`config.mk`:
```
export PLATFORM = sky130hd
export DESIGN_NAME = sisr_bist_ctrl
export DESIGN_NICKNAME = d
export VERILOG_FILES = /design/src/rtl/sisr_bist_ctrl.sv
export SDC_FILE = /design/constraint.sdc
export NUM_CORES = 1
export LEC_CHECK = 0
export CAP_MARGIN = 10
export CORE_UTILIZATION = 50
export CTS_CLUSTER_SIZE = 40
export DETAILED_ROUTE_END_ITERATION = 8
export HOLD_SLACK_MARGIN = 0.03
export PLACE_DENSITY = 0.74
export SYNTH_ARGS = -nofsm -noshare
export SYNTH_HDL_FRONTEND = slang
export SYNTH_SLANG_ARGS = --single-unit
export TNS_END_PERCENT = 30
```
`constraint.sdc`:
```
create_clock -name clk -period 4.85 [get_ports clk]
set_input_delay 0.97 -clock clk [delete_from_list [all_inputs] [get_ports clk]]
set_output_delay 0.97 -clock clk [all_outputs]
set_load 0.02 [all_outputs]
```
`src/rtl/sisr_bist_ctrl.sv`:
```
// ---------------------------------------------------------------------------
// sisr_bist_ctrl
// BIST session controller with a serial-input signature register (SISR).
// Sits downstream of the serial random sequence generator: enables the
// generator for `length` cycles, compacts the serial response into an n-bit
// signature, compares it with a golden value and reports pass/fail.
//
// Ports
//   clk        rising-edge clock
//   rst        asynchronous, active-high reset
//   start      begin a session (honoured in IDLE or DONE only)
//   length     number of serial bits to compact, latched on start
//   poly       SISR feedback taps (same encoding as the generator), used live
//   golden     expected signature, sampled in COMPARE
//   Sin        serial response bit
//   gen_en     generator enable, high only while compacting
//   busy       high while compacting or comparing
//   done       session finished, held until the next start
//   pass       signature matched golden, valid while done=1
//   signature  current SISR contents
// ---------------------------------------------------------------------------
module sisr_bist_ctrl #(
  parameter int n  = 8,
  parameter int CW = 16
) (
  input  logic          clk,
  input  logic          rst,
  input  logic          start,
  input  logic [CW-1:0] length,
  input  logic [n-1:0]  poly,
  input  logic [n-1:0]  golden,
  input  logic          Sin,
  output logic          gen_en,
  output logic          busy,
  output logic          done,
  output logic          pass,
  output logic [n-1:0]  signature
);

  typedef enum logic [1:0] {
    IDLE    = 2'd0,
    RUN     = 2'd1,
    COMPARE = 2'd2,
    DONE    = 2'd3
  } state_t;

  state_t        state;
  logic [n-1:0]  sig;
  logic [CW-1:0] cnt;
  logic [CW-1:0] len_q;

  // One SISR shift: sig[0] is the feedback bit, Sin enters at the top.
  function automatic logic [n-1:0] sisr_next(input logic [n-1:0] s,
                                             input logic          din,
                                             input logic [n-1:0]  taps);
    logic [n-1:0] r;
    logic         fb;
    fb       = s[0];
    r        = '0;
    r[n-1]   = fb ^ din;
    for (int i = 0; i < n - 1; i++) begin
      r[i] = (fb & taps[i]) ^ s[i+1];
    end
    return r;
  endfunction

  // len_q is nonzero whenever RUN is entered, so len_q-1 never underflows;
  // cnt tops out at len_q-1 <= 2^CW-2 before leaving RUN, so it cannot wrap.
  logic last_bit;
  assign last_bit = (cnt == (len_q - 1'b1));

  always_ff @(posedge clk or posedge rst) begin
    if (rst) begin
      state <= IDLE;
      sig   <= '0;
      cnt   <= '0;
      len_q <= '0;
      pass  <= 1'b0;
    end else begin
      case (state)
        IDLE, DONE: begin
          if (start) begin
            sig   <= '0;
            cnt   <= '0;
            len_q <= length;
            pass  <= 1'b0;
            state <= (length == '0) ? COMPARE : RUN;
          end
        end
        RUN: begin
          sig <= sisr_next(sig, Sin, poly);
          cnt <= cnt + 1'b1;
          if (last_bit) state <= COMPARE;
        end
        COMPARE: begin
          pass  <= (sig == golden);
          state <= DONE;
        end
        default: state <= IDLE;
      endcase
    end
  end

  // Decoded straight from the state register so an asynchronous reset drops
  // gen_en immediately.
  assign gen_en    = (state == RUN);
  assign busy      = (state == RUN) || (state == COMPARE);
  assign done      = (state == DONE);
  assign signature = sig;

endmodule
```
==> results by group <==
Worst setup path
  • Cell Chain, Critical Path: clkdlybuf4s50_1 -> nand2_1 -> o21ai_1 -> nand2_1 -> or3_1 -> or3_1 -> a21oi_1
  • CP max-delay cell: clkdlybuf4s50_1
  • Worst Path Arrival: 3410 ps
  • Worst Setup End Kind: register
  • Worst Setup Path Type: primary input to register
  • Critical path peak fanout: 20
  • CP required: 5060 ps
  • CP startpoint kind: primary input
  • CP max stage delay: 490 ps

Job
  • Max-cap violations: 0

Layout
  • Net count, final: 365
  • Multi-input gate area in the final layout: 1490 um^2
  • Register area: 1080 um^2
  • Ratio of cells with drive above 1 in the final layout: 0.102
  • Fin cells: 395
  • Fillcell total: 444
  • Layout Cell Area excl Fill: 3290 um^2
  • Area Growth Syn to Fin: 24.2%
  • Fin util: 0.644
  • N_diodes: 0

Floorplan
  • Ports: 48
  • Starting Density: 0.518
  • Die height: 74.8 um
  • Chip Width: 74.8 um
  • Rows: 26
  • CORE AREA: 5110 um^2
  • Die area: 5590 um^2

Synthesis
  • Syn_nets: 322
  • Cell Area, Synth: 2650 um^2
  • Post-synth top area share: 0.407
  • Number of flops mapped to enable cells by yosys: 0
  • Post-synthesis cell count: 281
  • Yosys reg bits: 43
  • YS warnings: 0
  • Post-synth cell types: 44
  • Top cells by count, synth: dfrtp_1 (43), nand2_1 (39), xor2_1 (27), o21ai_0 (22), nor2_1 (19)
  • Top FF cell, synth: dfrtp_1
  • Avg Cell Area, Syn: 9.42 um^2
  • Synth top area cells: dfrtp_1 (41%), xor2_1 (8.9%), mux2_2 (6.8%)
  • Biggest area consumer among synthesized cells: dfrtp_1
  • Count leader, synth: dfrtp_1
  • Ys async rst share: 1.00
  • Sequential share of the synthesized area: 0.407

Placed design
  • GPL Wtd Cong: 0.820
  • Pre-CTS WS: 1340 ps
  • DP HPWL: 4320 um
  • Area after DPL: 3150 um^2
  • Port bufs: 46
  • Post-placement cell count: 387

Timing
  • Period minus WS final: 3190 ps
  • Tightest Pin Transition: 993 ps
  • Worst hold slack: 515 ps
  • Final WS setup: 1660 ps
  • RSZ-0062 raised after global routing: no
  • Final Cycle Share: 0.658
  • Final setup vio count: 0
  • Slew headroom: 0.336
  • Max Clk Rate: 0.313 GHz
  • Fin Setup TNS: 0 ps
  • Final Max Tran Viols: 0
  • Final hold vios: 0
  • Skew final: 11.4 ps

Drt
  • First-pass DRT Iterations: 4
  • Avg WL per Cell: 14.7 um
  • Vias: 2195
  • DRC: 0
  • Drt total wl: 5800 um
  • Vias per inst: 5.56
  • Antenna viol nets, final: 0
  • Initial DRC Count: 173

Clocking
  • Hold-fix buffers at CTS: 0
  • Post-cts resize count: 0
  • Post-CTS setup repair buffer count: 0
  • Clock Tree Root: clkbuf_8
  • Number of CTS-inserted buffers: 5
  • CTS tree: built
  • CTS Buffer Depth: 2
  • Clock Pin Slew Worst Setup and Hold Paths: 90 ps
  • H-tree levels: 2
  • Clock Latency Late Sink: 300 ps
  • Clk sinks: 43

Pwr
  • Maximum VDD drop: 0.417 mV
  • Total power: 1.81 mW
  • Pleak: 1.33 nW
  • Power per cell area: 551 nW/um^2

Global routing
  • GRT Resource Usage Total: 0.234
  • Grt ovf: 0
  • Global-route wire length before repair: 9890 um
  • Number of global-route vias before repair: 2081
  • Pin count of the biggest net entering global routing: 44
  • Antenna violations before repair: 0

Hold path
  • Min-delay worst type: register to register

Outcome
  • Status: completed
-- worst max-delay path, delay by kind of cell --
kind | cells | cell delay (ps)
buffers and inverters | 1 | 490
AND/OR/NAND/NOR | 4 | 1420
AO/OA/AOI/OAI | 2 | 520
-- sequential cells by signal (all words and copies together), names as in the netlist --
signal     cells
pass           1
cnt           16
signature      8
state          2
len_q         16
-- final timing paths --
kind	start	endpoint	slack, ps	cells after the start
max in group asynchronous	rst	cnt[6]	3370	3
hold / removal	pass	pass	510	2
setup reg to reg	len_q[0]	state[0]	1840	9
min in group asynchronous	rst	len_q[13]	1090	3
setup / recovery	start	cnt[14]	1660	7
hold reg to reg	pass	pass	510	2
-- cell type report --
cell class              count  area share
inverters                   9      0.0103
repair buffers             47       0.142
well taps                  70      0.0266
flip-flops and latches     43       0.327
multi-input cells         218       0.452
clock inverters             3      0.0206
clock buffers               5      0.0209
-- layer usage --
metal  track usage  part of all wire  up-vias
met3        0.0482             0.061        4
met1         0.336              0.48     1063
li1              -                 -     1069
met4        0.0461            0.0052        0
met5             0                 0        -
met2         0.366              0.46       59
-- cell usage in the layout, fill, tap and decap left out, drive strengths merged, types with 8 or more instances in the layout --
cell type,netlist,routed
o21ai,24,24
nor2,19,19
nand2,39,39
xor2,27,27
inv,9,9
xnor2,17,17
nor4,9,9
mux2,19,19
dfrtp,43,43
nand4,8,8
clkdlybuf4s50,0,46
-- power by group --
| group | switching (mW) | total [mW] | leakage (nW) | internal (mW) |
|---|---|---|---|---|
| combinational | 0.427 | 0.827 | 0.711 | 0.400 |
| sequential | 0.177 | 0.647 | 0.556 | 0.470 |
| clock | 0.132 | 0.338 | 0.0644 | 0.205 |
| total | 0.737 | 1.81 | 1.33 | 1.08 |
-- logic make-up (layout without fill, tap and decap cells) --
group,after synthesis,count (layout),share of synthesized area
adder cells (fa/ha/maj),5,5,0.0236
multiplexers,21,21,0.0884
XOR/XNOR,44,44,0.146
AND/OR/NAND/NOR,106,106,0.208
AO/OA/AOI/OAI,42,42,0.0960
flip-flops,43,43,0.407
buffers and inverters,20,64,0.0321
Note: power is estimated with default switching activity, not from simulation.
